`config.mk`:
```
export PLATFORM = sky130hd
export DESIGN_NAME = regbank_mp
export DESIGN_NICKNAME = d
export VERILOG_FILES = /design/src/rtl/regbank_mp.sv
export SDC_FILE = /design/constraint.sdc
export NUM_CORES = 2
export LEC_CHECK = 0
export CORE_MARGIN = 1
export CORE_UTILIZATION = 50
export CTS_CLUSTER_DIAMETER = 50
export DETAILED_ROUTE_END_ITERATION = 16
export PLACE_DENSITY = 0.69
export SYNTH_ARGS = -nofsm -noshare
export SYNTH_HDL_FRONTEND = slang
export SYNTH_SLANG_ARGS = --single-unit
```
`constraint.sdc`:
```
create_clock -name clk -period 4.49 [get_ports clk]
set_input_delay 0.449 -clock clk [delete_from_list [all_inputs] [get_ports clk]]
set_output_delay 0.449 -clock clk [all_outputs]
set_load 0.03 [all_outputs]
```
`src/rtl/regbank_mp.sv`:
```
// ----------------------------------------------------------------------------
// regbank_mp -- multi-port CPU register bank
//
// Holds NREGS general registers (index NREGS-1 is the PC) plus a CPSR.
// Three combinational read ports and two prioritised write ports (ALU
// writeback wins over load writeback). PC reads on ports A/B include a
// pipeline offset. Optional same-cycle write-to-read bypass. A per-register
// busy scoreboard flags load-use hazards.
//
// Ports
//   clk, rst_n                 clock, asynchronous active-low reset
//   ra_addr/ra_en/ra_data      read port A (Rn), PC-offset applied
//   rb_addr/rb_en/rb_data      read port B (Rm), PC-offset applied
//   rs_addr/rs_en/rs_data      shift-amount port, low byte, no PC offset
//   wa_en/wa_addr/wa_data      ALU writeback (higher priority)
//   wl_en/wl_addr/wl_data      load writeback, also clears busy
//   lock_en/lock_addr          mark a register busy (load issued)
//   pc_load/pc_target          branch
//   pc_hold                    freeze PC
//   pc_out                     registered PC
//   flags_we/flags_in          update CPSR[31:28] (NZCV)
//   cpsr_out                   registered CPSR
//   hazard                     an enabled read port hits a busy register
// ----------------------------------------------------------------------------
module regbank_mp #(
  parameter int                DATA_W    = 32,
  parameter int                NREGS     = 16,
  parameter int                ADDR_W    = 4,
  parameter int                PC_INC    = 4,
  parameter int                PC_RD_OFS = 8,
  parameter int                BYPASS    = 1,
  parameter logic [DATA_W-1:0] CPSR_RST  = 'h1D3
) (
  input  logic              clk,
  input  logic              rst_n,
  input  logic [ADDR_W-1:0] ra_addr,
  input  logic              ra_en,
  output logic [DATA_W-1:0] ra_data,
  input  logic [ADDR_W-1:0] rb_addr,
  input  logic              rb_en,
  output logic [DATA_W-1:0] rb_data,
  input  logic [ADDR_W-1:0] rs_addr,
  input  logic              rs_en,
  output logic [7:0]        rs_data,
  input  logic              wa_en,
  input  logic [ADDR_W-1:0] wa_addr,
  input  logic [DATA_W-1:0] wa_data,
  input  logic              wl_en,
  input  logic [ADDR_W-1:0] wl_addr,
  input  logic [DATA_W-1:0] wl_data,
  input  logic              lock_en,
  input  logic [ADDR_W-1:0] lock_addr,
  input  logic              pc_load,
  input  logic [DATA_W-1:0] pc_target,
  input  logic              pc_hold,
  output logic [DATA_W-1:0] pc_out,
  input  logic              flags_we,
  input  logic [3:0]        flags_in,
  output logic [DATA_W-1:0] cpsr_out,
  output logic              hazard
);

  localparam logic [ADDR_W-1:0] PC_IDX  = ADDR_W'(NREGS - 1);
  localparam logic [ADDR_W:0]   NREGS_A = (ADDR_W + 1)'(NREGS);
  localparam logic [DATA_W-1:0] PC_OFS  = DATA_W'(PC_RD_OFS);
  localparam logic [DATA_W-1:0] PC_STEP = DATA_W'(PC_INC);
  localparam bit                BYP_ON  = (BYPASS != 0);

  logic [DATA_W-1:0] regs [NREGS];
  logic [NREGS-1:0]  busy;
  logic [DATA_W-1:0] cpsr;
  logic [DATA_W-1:0] pc_next;

  assign pc_out   = regs[PC_IDX];
  assign cpsr_out = cpsr;

  // Addresses beyond the implemented register count read as zero, are
  // never written and never report busy.
  function automatic logic in_range(input logic [ADDR_W-1:0] a);
    return ({1'b0, a} < NREGS_A);
  endfunction

  // Full-width read without PC offset. Forwarding never applies to the PC:
  // its next value also depends on branch/hold, so a read of PC always
  // sees the registered value.
  function automatic logic [DATA_W-1:0] rd_raw(input logic [ADDR_W-1:0] a);
    logic [DATA_W-1:0] v;
    v = '0;
    if (in_range(a)) begin
      v = regs[a];
      if (BYP_ON && (a != PC_IDX)) begin
        if (wa_en && (wa_addr == a))      v = wa_data;
        else if (wl_en && (wl_addr == a)) v = wl_data;
      end
    end
    return v;
  endfunction

  // Low byte read for the shift-amount port; same selection as rd_raw.
  function automatic logic [7:0] rd_byte(input logic [ADDR_W-1:0] a);
    logic [7:0] v;
    v = '0;
    if (in_range(a)) begin
      v = regs[a][7:0];
      if (BYP_ON && (a != PC_IDX)) begin
        if (wa_en && (wa_addr == a))      v = wa_data[7:0];
        else if (wl_en && (wl_addr == a)) v = wl_data[7:0];
      end
    end
    return v;
  endfunction

  // A register is effectively busy unless its load data is being forwarded
  // this very cycle.
  function automatic logic busy_eff(input logic [ADDR_W-1:0] a);
    logic b;
    b = 1'b0;
    if (in_range(a)) begin
      b = busy[a];
      if (BYP_ON && (a != PC_IDX) && wl_en && (wl_addr == a)) b = 1'b0;
    end
    return b;
  endfunction

  // NOTE: every variable assigned in always_comb gets a default before any
  // conditional assignment; otherwise a path leaves it unassigned and a
  // latch is inferred.
  always_comb begin
    ra_data = rd_raw(ra_addr);
    rb_data = rd_raw(rb_addr);
    if (ra_addr == PC_IDX) ra_data = ra_data + PC_OFS;
    if (rb_addr == PC_IDX) rb_data = rb_data + PC_OFS;
    rs_data = rd_byte(rs_addr);
    hazard  = (ra_en && busy_eff(ra_addr)) ||
              (rb_en && busy_eff(rb_addr)) ||
              (rs_en && busy_eff(rs_addr));
  end

  // PC next value: writebacks beat branches, branches beat stalls.
  always_comb begin
    pc_next = regs[PC_IDX] + PC_STEP;
    if (wa_en && (wa_addr == PC_IDX))      pc_next = wa_data;
    else if (wl_en && (wl_addr == PC_IDX)) pc_next = wl_data;
    else if (pc_load)                      pc_next = pc_target;
    else if (pc_hold)                      pc_next = regs[PC_IDX];
  end

  // NOTE: the register file is reset as a whole because zeroed registers
  // are architectural state; this keeps it in flops rather than a RAM macro.
  // NOTE: sequential state uses non-blocking assignments so every flop
  // samples pre-edge values regardless of statement order.
  always_ff @(posedge clk or negedge rst_n) begin
    if (!rst_n) begin
      for (int i = 0; i < NREGS; i++) regs[i] <= '0;
    end else begin
      for (int i = 0; i < NREGS - 1; i++) begin
        // ALU result is from the younger instruction, so it wins a collision.
        if (wa_en && (wa_addr == ADDR_W'(i)))      regs[i] <= wa_data;
        else if (wl_en && (wl_addr == ADDR_W'(i))) regs[i] <= wl_data;
      end
      regs[PC_IDX] <= pc_next;
    end
  end

  always_ff @(posedge clk or negedge rst_n) begin
    if (!rst_n) begin
      cpsr <= CPSR_RST;
    end else if (flags_we) begin
      cpsr[DATA_W-1:DATA_W-4] <= flags_in;
    end
  end

  // Scoreboard: a new load to the same register must stay busy even when an
  // older load to it retires in the same cycle, so set beats clear.
  always_ff @(posedge clk or negedge rst_n) begin
    if (!rst_n) begin
      busy <= '0;
    end else begin
      for (int i = 0; i < NREGS; i++) begin
        if (lock_en && (lock_addr == ADDR_W'(i)))  busy[i] <= 1'b1;
        else if (wl_en && (wl_addr == ADDR_W'(i))) busy[i] <= 1'b0;
      end
    end
  end

endmodule

```
# --- Word-level counts from Yosys, hierarchy flattened ---
# Index checks and enable logic that the tools add are counted.
classes:
  addsub: 3
  order_cmp: 6
  n_eq_ne: 57
  mux: 95
  n_bitwise: 3
  reduce_logical: 99
ops:
  columns: ["op", "count"]
  rows:
  - ["$mux 32", 46]
  - ["$bmux 32 s4", 3]
  - ["$eq 4x4->1 const B", 26]
  - ["$add 32x4->32 const B", 2]
  - ["$logic_and 1x1->1", 63]
  - ["$reduce_bool 2->1", 31]
  - ["$eq 4x3->1 const B", 12]
  - ["$mux 8", 5]
  - ["$mux 1", 38]
  - ["$add 32x3->32 const B", 1]
  - ["$eq 4x2->1 const B", 6]
  - ["$eq 4x4->1", 6]
  - ["$ge 5x5->1 const B", 3]
  - ["$lt 4x5->1 const B", 3]
  - ["$not 4->5", 3]
  - ["$bmux 1 s4", 3]
  - ["$eq 4x1->1 const B", 3]
  - ["$logic_not 4->1", 3]
  - ["$ne 4x4->1 const B", 3]
  - ["$ne 4x2->1 const B", 1]
  - ["$logic_or 1x1->1", 2]
totals:
  reg_bits: 532
  input_bits: 135
  output_inout_bits: 137
  elab_cells: 296

# --- Longest topological paths before layout ---
logic_depth:
  depth_word: 9
  mapped_depth: 17
  ltp_nobuf: 13

# --- Worst setup path after synthesis ---
# Ideal clock, no wire load.
synth_timing:
  kind: "input-to-output"
  from: "input port ra_addr[2]"
  to: "output port ra_data[19]"
  arrival_time_ns: 3.659
  required_time_ns: 4.041
  path_slack_ns: 0.382
  cell_stages: 17
  path_cell_list: "buf_4 buf_4 buf_6 buf_4 nor2_1 a22oi_1 o221ai_1 mux2_2 a211o_1 inv_1 ha_1 nand3_1 nor3_2 and2_1 nand2_1 xnor2_1 o21ai_0"
synth_via:
  elab_chain_cells: 9
synth_rtl:
  columns: ["item", "line_no", "rtl"]
  rows:
  - ["from (decl)", "36", "input logic [ADDR_W-1:0] ra_addr,"]
  - ["$not 4->5 (implied by the code)", "90", "v = regs[a];"]
  - ["$bmux 32 s4", "90", null]
  - ["$mux 32 (implied by the code) (2 in series)", "90", null]
  - ["$mux 32", "93", "else if (wl_en && (wl_addr == a)) v = wl_data;"]
  - ["$mux 32", "92", "if (wa_en && (wa_addr == a)) v = wa_data;"]
  - ["$mux 32", "91", "if (BYP_ON && (a != PC_IDX)) begin"]
  - ["$add 32x4->32", "131", "if (ra_addr == PC_IDX) ra_data = ra_data + PC_OFS;"]
  - ["$mux 32 *", "131", null]
  - ["to (decl)", "38", "output logic [DATA_W-1:0] ra_data,"]
# Every way passes the cells marked *; elsewhere a longest branch is shown, timed or not. The select of a mux whose other input is x is not followed.

# --- Worst setup path in the final report ---
layout_timing:
  from: "register regs (netlist bit pc_out[7])"
  to: "output port ra_data[8]"
layout_via:
  elab_chain_cells: 8
layout_rtl:
  columns: ["item", "line_no", "rtl"]
  rows:
  - ["from (decl)", "69", "logic [DATA_W-1:0] regs [NREGS];"]
  - ["from (signal, indexed assignment)", "158", "if (wa_en && (wa_addr == ADDR_W'(i))) regs[i] <= wa_data;"]
  - ["from (signal, indexed assignment)", "159", "else if (wl_en && (wl_addr == ADDR_W'(i))) regs[i] <= wl_data;"]
  - ["from (signal, indexed assignment)", "161", "regs[PC_IDX] <= pc_next;"]
  - ["$bmux 32 s4 *", "90", null]
  - ["$mux 32 (implied by the code) * (2 in series)", "90", null]
  - ["$mux 32", "93", null]
  - ["$mux 32", "92", null]
  - ["$mux 32 *", "91", null]
  - ["$add 32x4->32 *", "131", null]
  - ["$mux 32 *", "131", null]
# Marked as above.

==> impl_metrics.ini <==
[yosys]
synth_common_cells = sky130_fd_sc_hd__dfrtp_1, sky130_fd_sc_hd__mux2i_1, sky130_fd_sc_hd__nor2_1
yosys_warnings = 28
netlist.area_leader.share = 0.332
synthesis.instances = 4183
syn_avg_cell_area_um2 = 9.60
yosys.cell_types.count = 84
ys_seq_area_frac = 0.332
netlist_top_cells_area = sky130_fd_sc_hd__dfrtp_1, sky130_fd_sc_hd__mux4_2, sky130_fd_sc_hd__mux2i_1
post-synth-top-count-cell = sky130_fd_sc_hd__dfrtp_1
synth_area_leader = sky130_fd_sc_hd__dfrtp_1
synthFlopType = sky130_fd_sc_hd__dfrtp_1
synth-edff-count = 0
syn-cell-area_um2 = 40100
async_reset_ff_frac = 1.00
postSynthRegisterBits = 532

[clock_tree]
cts.sinks = 532
cts_h_tree_depth = 3
cts.clk_slew.worst_paths_ps = 60
cts_inserted_buffers = 78
ctsRootBufferMaster = sky130_fd_sc_hd__clkbuf_16
tritoncts_clock_tree = built
clockBufferDepth = 3
clk-insertion-delay-late_ps = 650

[worst_setup_path]
path_common_cell = sky130_fd_sc_hd__buf_4
worst_setup_path_end_kind = primary output
slowest_delay_ps = 470
crit_path_start_kind = register
regToRegSetupSlack_ps = 1100
path_class = register to primary output
worst-path-stages = 14
critical_path.endpoint = ra_data[8]
rr_startpoint = pc_out[2]
crit_path_cell_trace = buf_4 > mux4_1 > mux2_2 > mux2i_1 > a221oi_1 > a22oi_1 > buf_4 > nor4_4 > buf_4 > buf_4 > xnor2_1 > o21ai_0 > buf_4 > buf_12
worstPathRequired_ps = 4040
path_delay_family = buffers and inverters
startpoint = pc_out[7]
worst_path_max_delay_cell = sky130_fd_sc_hd__mux4_1
worst_path_bufs_invs = 6
reg2reg_depth = 12
cp_data_arrival_time_ps = 4090
worst_r2r_endpoint = pc_out[30]
critPathMaxFanout = 7

[floorplanning]
num_rows = 103
fp.dieArea_um2 = 81400
boundaryPins = 272
fp.coreArea_um2 = 79300
die_width_um = 285
initial_core_util = 0.506
vertical_extent_of_the_die_um = 285

[sta]
period_share = 1.01
final.setup_skew_ps = 30.9
final_period_minus_worst_setup_slack_ps = 4530
timing.final.setup_violations = 1
hold_viol_final = 0
timing_max_transition_violations_final = 0
finalWorstSetupSlack_ps = -44.0
rsz0062_at_grt = true
fmax_mhz = 221
tightestPinTransition_ps = 1200
max-slew-margin-rel = 0.195

[placed_design]
routabilityCongestion = 1.08
port-buffer-count = 243
placed_cells_incl_taps = 5424
dpl_cell_area_um2 = 46000
hpwlAfterDp_mm = 118

[final_layout]
layout-drive-gt1-share = 0.247
num-nets-final = 4619
final_design_area_no_fill_um2 = 49400
syn2layout_area_growth_pct = 23.1
layout.filler_cells = 6426
post_layout_nonfiller_instances = 5598

[power]
comb_power_share = 0.363
p_clk_frac = 0.311
power.ir.vdd_worst_mv = 0.269
power_switching_share = 0.350
leakage_nw = 20.3
switching_power_mw = 7.64
intPower_mw = 14.2
p_per_area_nw_per_um2 = 442
sequentialPowerShare = 0.326

[routing]
routed_wire_length_per_instance_um = 30.9
drt-total-wl_mm = 173
via_count = 38587
firstDrtPassIters = 9
detail_route.iter0.violations = 5960
route.antenna.remaining_nets = 0
remaining_drc_errors = 0
routed_via_density = 6.89

[global_routing]
antenna_found_initial = 4
globalRouteTotalUtil = 0.421
first_global_vias = 36704
globalRouteOverflowTotal = 0
grt_start_max_net_pins = 112
grt_pass1_wl_mm = 252

[status]
failing_checks = setup timing
outcome = complete, but fails checks

[job]
max_cap_viol_count = 0

[worst_hold_path]
holdCritPathClass = primary input to register
worst min-delay path by stage:
| stage | slack [ps] | to | depth (start not counted) | from |
|---|---|---|---|---|
| after detailed placement | 500 | cpsr_out[28] | 1 | cpsr_out[28] |
| after global placement | 490 | cpsr_out[29] | 1 | cpsr_out[29] |
| after CTS | 410 | cpsr_out[30] | 2 | flags_in[2] |
| after global routing | 430 | cpsr_out[28] | 2 | flags_in[0] |
| final | 430 | cpsr_out[30] | 2 | flags_in[2] |
| after floorplan | 150 | busy[0] | 0 | rst_n |
stage by stage:
step / util / power, mW / worst slack (ps) / hold WS, ps / TNS [ps]
after floorplan: - / 11.5 / 382 / 153 / 0
after global placement: 0.580 / 14.5 / -392 / 491 / -3930
after detailed placement: 0.580 / 14.7 / -269 / 497 / -2670
after CTS: 0.618 / 21.5 / 2.05 / 407 / 0
after global routing: 0.623 / 22.5 / -50.5 / 426 / -69.3
final: 0.623 / 21.8 / -44.0 / 429 / -44.0
cell type report:
type / instances / area [µm²] / area share
Inverter: 21 / 82.6 / 0.00167
Antenna cell: 1 / 2.50 / 0.0000507
Tap cell: 1050 / 1310 / 0.0266
Clock buffer: 99 / 2240 / 0.0453
Clock inverter: 47 / 626 / 0.0127
Timing Repair Buffer: 714 / 7110 / 0.144
Sequential cell: 532 / 13300 / 0.270
Multi-Input combinational cell: 3134 / 24700 / 0.500
timing repair:
action,4_1_cts,5_1_grt
buffers inserted,5,20
endpoints found under the setup margin,26,37
pin swaps,4,24
hold endpoints to repair,85,0
hold buffers,1,0
gates resized for setup,16,66
cloned,1,0
cells in the final DEF (no fill, tap or decap), types with 13 or more instances in the layout:
cell	netlist	layout
sky130_fd_sc_hd__buf_4	93	427
sky130_fd_sc_hd__nor2b_1	20	15
sky130_fd_sc_hd__a21oi_1	414	413
sky130_fd_sc_hd__nor2_1	448	435
sky130_fd_sc_hd__o21ai_1	11	13
sky130_fd_sc_hd__nand3_1	65	58
sky130_fd_sc_hd__nand2b_1	16	13
sky130_fd_sc_hd__dfrtp_1	532	528
sky130_fd_sc_hd__nor3_1	27	26
sky130_fd_sc_hd__clkbuf_16	0	83
sky130_fd_sc_hd__a22oi_1	60	59
sky130_fd_sc_hd__mux2_2	34	33
sky130_fd_sc_hd__a211oi_1	30	30
sky130_fd_sc_hd__buf_6	17	18
sky130_fd_sc_hd__nand2_1	418	409
sky130_fd_sc_hd__nand4_1	19	19
sky130_fd_sc_hd__and3_1	23	21
sky130_fd_sc_hd__o22ai_1	33	32
sky130_fd_sc_hd__clkdlybuf4s50_1	0	151
sky130_fd_sc_hd__xor2_1	35	35
sky130_fd_sc_hd__mux4_2	285	285
sky130_fd_sc_hd__o21ai_0	313	308
sky130_fd_sc_hd__inv_1	17	16
sky130_fd_sc_hd__o211ai_1	63	63
sky130_fd_sc_hd__xnor2_1	65	58
sky130_fd_sc_hd__buf_12	5	99
sky130_fd_sc_hd__mux2i_1	518	518
sky130_fd_sc_hd__conb_1	1	28
sequential cells by signal, indices dropped and copies added, names as in the netlist:
register / count
regs: 480
pc_out: 32
busy: 16
cpsr_out: 4
routing by layer:
layer	up-vias	GRT usage	routed length, µm
li1	15899	-	-
met1	18713	0.555	63500
met2	3241	0.597	72700
met3	728	0.138	24000
met4	6	0.265	12900
met5	-	0	38
power by group through the flow:
| stage | Combinational [mW] | Clock, mW | Sequential [mW] |
|---|---|---|---|
| floorplan | 4.76 | 0 | 6.71 |
| global placement | 7.51 | 0 | 7.00 |
| detailed placement | 7.63 | 0 | 7.09 |
| CTS | 7.67 | 6.79 | 7.03 |
| global route | 8.31 | 7.01 | 7.21 |
| finish | 7.92 | 6.79 | 7.11 |
cells by family after synthesis:
kind of cell | share of synthesized area
and+or+nand+nor | 0.120
xor gates and xnor gates | 0.0218
adders and majority gates | 0.000935
DFF | 0.332
other | 0.0000934
muxes | 0.306
buffers and inverters | 0.0661
AOI/OAI and AO/OA | 0.152
No activity file was read; power rests on OpenSTA's default activity.
